File: config.mk
export PLATFORM = sky130hd
export DESIGN_NAME = pc_sequencer
export DESIGN_NICKNAME = d
export VERILOG_FILES = /design/src/rtl/pc_sequencer.sv
export SDC_FILE = /design/constraint.sdc
export NUM_CORES = 1
export LEC_CHECK = 0
export ABC_AREA = 1
export CAP_MARGIN = 15
export CORE_MARGIN = 4
export CORE_UTILIZATION = 51
export DETAILED_ROUTE_END_ITERATION = 8
export GPL_ROUTABILITY_DRIVEN = 0
export PLACE_DENSITY = 0.84
export RECOVER_POWER = 50
export SLEW_MARGIN = 5
export SYNTH_ARGS = -nofsm -noshare
export SYNTH_HDL_FRONTEND = slang
export SYNTH_SLANG_ARGS = --single-unit
File: constraint.sdc
create_clock -name clk_i -period 2.8 [get_ports clk_i]
set_clock_uncertainty 0.1 [all_clocks]
set_input_delay 0.42 -clock clk_i [delete_from_list [all_inputs] [get_ports clk_i]]
set_output_delay 0.42 -clock clk_i [all_outputs]
set_load 0.02 [all_outputs]
File: src/rtl/pc_sequencer.sv
// Fetch-stage PC controller: picks the next PC from sequential, branch, jump and held redirect
// sources, holds redirects across instruction-memory waits and counts stalled fetch cycles.
module pc_sequencer #(
    parameter int                ADDR_W      = 32,
    parameter logic [ADDR_W-1:0] RESET_PC    = '0,
    parameter int                INSTR_BYTES = 4,
    parameter int                CNT_W       = 16
) (
    input  logic              clk_i,
    input  logic              rst_i,
    input  logic              start_i,
    input  logic [ADDR_W-1:0] pc_cur_i,
    input  logic              hazard_stall_i,
    input  logic              branch_taken_i,
    input  logic [ADDR_W-1:0] branch_target_i,
    input  logic              jump_i,
    input  logic [ADDR_W-1:0] jump_target_i,
    input  logic              imem_ready_i,
    output logic [ADDR_W-1:0] pc_next_o,
    output logic              pc_write_o,
    output logic              ifid_flush_o,
    output logic              ifid_stall_o,
    output logic [CNT_W-1:0]  stall_cnt_o
);

    typedef enum logic [1:0] {IDLE, RUN, WAIT_MEM} state_e;

    state_e            state_q, state_d;
    logic              pendVld_q, pendVld_d;
    logic [ADDR_W-1:0] pendPc_q, pendPc_d;
    logic [CNT_W-1:0]  stallCnt_q, stallCnt_d;

    logic              redirect;
    logic [ADDR_W-1:0] redirectTarget;
    logic [ADDR_W-1:0] seqPc;
    logic              holdHazard;

    assign redirect       = jump_i | branch_taken_i;
    assign redirectTarget = jump_i ? jump_target_i : branch_target_i;
    assign seqPc          = pc_cur_i + ADDR_W'(INSTR_BYTES);
    // A hazard only holds the PC once the fetch itself is back (or never left RUN).
    assign holdHazard     = hazard_stall_i & ((state_q == RUN) | imem_ready_i);
    assign stall_cnt_o    = stallCnt_q;

    always_ff @(posedge clk_i) begin
        if (!rst_i) begin
            state_q    <= IDLE;
            pendVld_q  <= 1'b0;
            pendPc_q   <= RESET_PC;
            stallCnt_q <= '0;
        end else begin
            state_q    <= state_d;
            pendVld_q  <= pendVld_d;
            pendPc_q   <= pendPc_d;
            stallCnt_q <= stallCnt_d;
        end
    end

    always_comb begin
        state_d    = state_q;
        pendVld_d  = pendVld_q;
        pendPc_d   = pendPc_q;
        stallCnt_d = stallCnt_q;
        if (state_q == IDLE) begin
            if (start_i) state_d = RUN;
        end else if (start_i) begin
            if (redirect) begin
                if (imem_ready_i) begin
                    state_d   = RUN;
                    pendVld_d = 1'b0;
                end else begin
                    state_d   = WAIT_MEM;
                    pendVld_d = 1'b1;
                    pendPc_d  = redirectTarget;
                end
            end else if (holdHazard) begin
                state_d = RUN;
            end else if (!imem_ready_i) begin
                state_d = WAIT_MEM;
            end else begin
                state_d   = RUN;
                pendVld_d = 1'b0;
            end
            if (!pc_write_o && (stallCnt_q != {CNT_W{1'b1}})) begin
                stallCnt_d = stallCnt_q + 1'b1;
            end
        end
    end

    always_comb begin
        pc_next_o    = RESET_PC;
        pc_write_o   = 1'b0;
        ifid_flush_o = 1'b0;
        ifid_stall_o = 1'b0;
        if (rst_i && (state_q != IDLE)) begin
            if (!start_i) begin
                pc_next_o    = pc_cur_i;
                ifid_stall_o = 1'b1;
            end else if (redirect) begin
                pc_next_o    = redirectTarget;
                pc_write_o   = imem_ready_i;
                ifid_flush_o = 1'b1;
            end else if (holdHazard || !imem_ready_i) begin
                pc_next_o    = pc_cur_i;
                ifid_stall_o = 1'b1;
            end else begin
                pc_next_o    = pendVld_q ? pendPc_q : seqPc;
                pc_write_o   = 1'b1;
                ifid_flush_o = pendVld_q;
            end
        end
    end

endmodule
==> flow_summary.toml <==
[run_status]
outcome = "finished with violations"
violations = "negative setup slack"

[yosys]
yosys-top-cells-area = "dfxtp_1 22%, nand2_1 14%, a21oi_1 11%, nor2_1 8.3%, o21ai_0 7.2%"
ys.warnings.count = 0
postSynthAreaPerCell_um2 = 5.81
synth-seq-area-share_pct = 21.6
synth-seq-cells = 51
synthXorXnorAreaFrac_pct = 2.97
syn_area_mm2 = 0.00472
synthAdderAreaFrac_pct = 0.530
synth_top_area_share_pct = 21.6
syn_inst = 813
synth_top_family_by_area = "simple AND/OR/NAND/NOR gates"
synthSimpleGateAreaFrac_pct = 32.1
synth_compound_area_share_pct = 25.5
synth_top_area_cell = "dfxtp_1"
synthMuxAreaShare_pct = 6.02
synth_nets = 918
ys_types = 41

[timing]
max_freq_mhz = 353
layout_min_cycle_time_ps = 2830
worst_pin_slew_ps = 801
maxSlewHeadroom_pct = 46.6
finalHoldViolCount = 0
finalSetupViolCount = 1
drv_slew = 0
fin_crit_sh_pct = 101
setup_ws_ps = -33.9
setup_tns_ps = -33.9

[cts]
cts_tree = "done"
cts_buffer_depth = 2
cts-root-buf = "clkbuf_8"
cts_buffers = 5
cts_sinks = 51
clkTransAtPathRegs_ps = 110
hold_buffers = 0
htree_levels = 2
clkLatencyLatePin_ps = 310

[detailed_routing]
drtIter0Drc = 719
remaining_drc_errors = 0
vias_per_cell = 5.89
wl_per_cell_um = 16.6
finalWirelength_um = 19000
num_vias = 6720
ant_nets = 0
dr.pass1.iters = 5

[pwr]
p_int_uw = 1390
power_leakage_uw = 0.00336
p_seq_share_pct = 36.1
ir_worst_vdd_v = 0.000268
p_clk_share_pct = 26.0
p_per_area_mw_per_mm2 = 296
switching_power_uw = 743
power_uw = 2130
swShare_pct = 34.9
pwr-share-comb_pct = 37.9

[grt]
grt_use_total_pct = 32.4
antenna_found_initial = 0
grt_pass1_wl_um = 30000
grt_pass1_vias = 6431
grt_overflow = 0
gr-usage-met2_pct = 55.2
grt_max_degree = 37
top_usage_layer = "met2"
use_met1_pct = 39.4
met3_usage_pct = 7.70

[placed_design]
portBuffers = 153
dp_hpwl_um = 14000

[finish]
drive_gt1_share_pct = 17.9
final_nets = 1136
diodes = 0
syn2layout_area_growth_pct = 52.4
utilization_pct = 81.3
fillers = 646

[die]
die_w_um = 104
start_util_pct = 53.4
core_area_mm2 = 0.00885
row_count = 34
die_area_mm2 = 0.0109
num_io_pins = 154
die_h_um = 104

[worst_setup_path]
cp_num_buf_inv = 2
critPathKind = "in -> out"
critical_path.cell_chain = "clkdlybuf4s50_1 > nand2_1 > nor2_1 > nand2_1 > nor2_2 > nand2_1 > nand2_1 > nand3_1 > nand2_1 > nand2_1 > a21oi_1 > buf_4"
startpoint_type = "primary input"
crit_path_frequent_cell = "nand2_1"
crit_family = "simple AND/OR/NAND/NOR gates"
required_ps = 2280
crit_arrival_ps = 2310
max_stage_delay_ps = 550
crit_path_end_kind = "primary output"
cp_slowest_cell = "clkdlybuf4s50_1"
path_max_fanout = 3

[job]
maxCapViolCount = 0

[min_path]
min_path_type = "reg -> reg"
synth_stat cells, drive strengths merged:
cell / number
clkinv: 2
inv: 91
a311oi: 2
nor3: 9
o22ai: 24
or3: 1
xor2: 12
and2: 1
a32o: 1
nand2: 184
buf: 15
nand3b: 3
a31oi: 1
ha: 2
nand4: 3
o21bai: 7
xnor2: 4
a21oi: 108
o31ai: 1
dfxtp: 51
o221ai: 3
a21o: 1
o211ai: 3
mux2i: 25
clkbuf: 27
a211oi: 3
nor2: 108
nand3: 50
mux2: 3
o21ai: 68
tightest hold or removal path, stage by stage, from the launching register on:
cell and delay (ps):
dfxtp_1 310, inv_1 60, a21oi_1 50
registers in the layout, indices dropped and copies added, names as in the netlist:
signal	cells
stall_cnt_o	16
state_q	2
pendVld_q	1
pendPc_q	32
layout by cell type, fill, tap and decap left out, types with 5 or more instances in the layout:
cell               n
clkbuf_2           5
nor3_1             8
nand2_1          172
nor2_2            17
mux2i_1           25
buf_2             12
buf_4            101
o21ai_0           67
buf_12             5
dlymetal6s2s_1    11
dlygate4sd3_1     16
clkdlybuf4s50_1   85
clkbuf_8           5
nand2_4            6
nand2_2            6
dlygate4sd2_1     14
dfxtp_1           51
xor2_1            12
nand3_1           47
o21bai_1           6
nor2_1            84
nor2_4             6
o22ai_1           24
a21oi_1          105
inv_1             89
final timing paths:
path / endpoint / cells after the start / start / slack, ps
hold reg to reg: pendPc_q[30]$_SDFFE_PN0P_ / 2 / pendPc_q[30]$_SDFFE_PN0P_ / 360
setup / recovery: pc_next_o[29] / 12 / pc_cur_i[18] / -30
hold / removal: pendPc_q[30]$_SDFFE_PN0P_ / 2 / pendPc_q[30]$_SDFFE_PN0P_ / 360
setup reg to reg: stall_cnt_o[2]$_SDFFE_PN0P_ / 8 / stall_cnt_o[0]$_SDFFE_PN0P_ / 310
power groups by stage:
stage                     logic (uW)  clock network (uW)  registers, uW
after floorplan                  376                   0            782
after global routing             865                 580            770
final                            807                 554            768
after global placement           766                   0            782
after detailed placement         789                   0            783
after CTS                        776                 555            767
kinds of logic after synthesis:
| kind of cell | count (synthesis) |
|---|---|
| and+or+nand+nor | 359 |
| AOI/OAI and AO/OA | 222 |
| buffers and inverters | 135 |
| DFF | 51 |
| muxes | 28 |
| xor gates and xnor gates | 16 |
| adders and majority gates | 2 |
through the flow:
| stage | cells | area, um^2 | setup WS (ps) | hold WS, ps |
|---|---|---|---|---|
| final | 1140 | 7200 | -33.9 | 358 |
| after global routing | 1140 | 7200 | -111 | 376 |
| after CTS | 1139 | 7100 | -23.3 | 357 |
| after detailed placement | 1130 | 7000 | -570 | 341 |
| after global placement | 1130 | 7000 | -508 | 336 |
| after floorplan | 813 | 4720 | 602 | 326 |
repair_timing:
item,4_1_cts,5_1_grt
buffers inserted,1,1
pin swaps,2,13
resized for setup,120,57
setup endpoints to repair,34,26
hold endpoints to repair,0,0
final cells by class:
cell class | instances | area (um^2) | area share (%)
clock buffers | 5 | 68.8 | 0.956
inverters | 93 | 349 | 4.85
flip-flops and latches | 51 | 1020 | 14.2
multi-input cells | 627 | 3320 | 46.1
clock inverters | 3 | 46.3 | 0.643
repair buffers | 253 | 2260 | 31.4
well taps | 108 | 135 | 1.88
metal layers:
| layer | up-vias | part of all wire, % |
|---|---|---|
| met5 | - | 0 |
| met4 | 0 | 3.2 |
| met3 | 75 | 12 |
| met2 | 481 | 47 |
| met1 | 3039 | 38 |
| li1 | 3125 | - |
(Power assumes the default switching activity.)
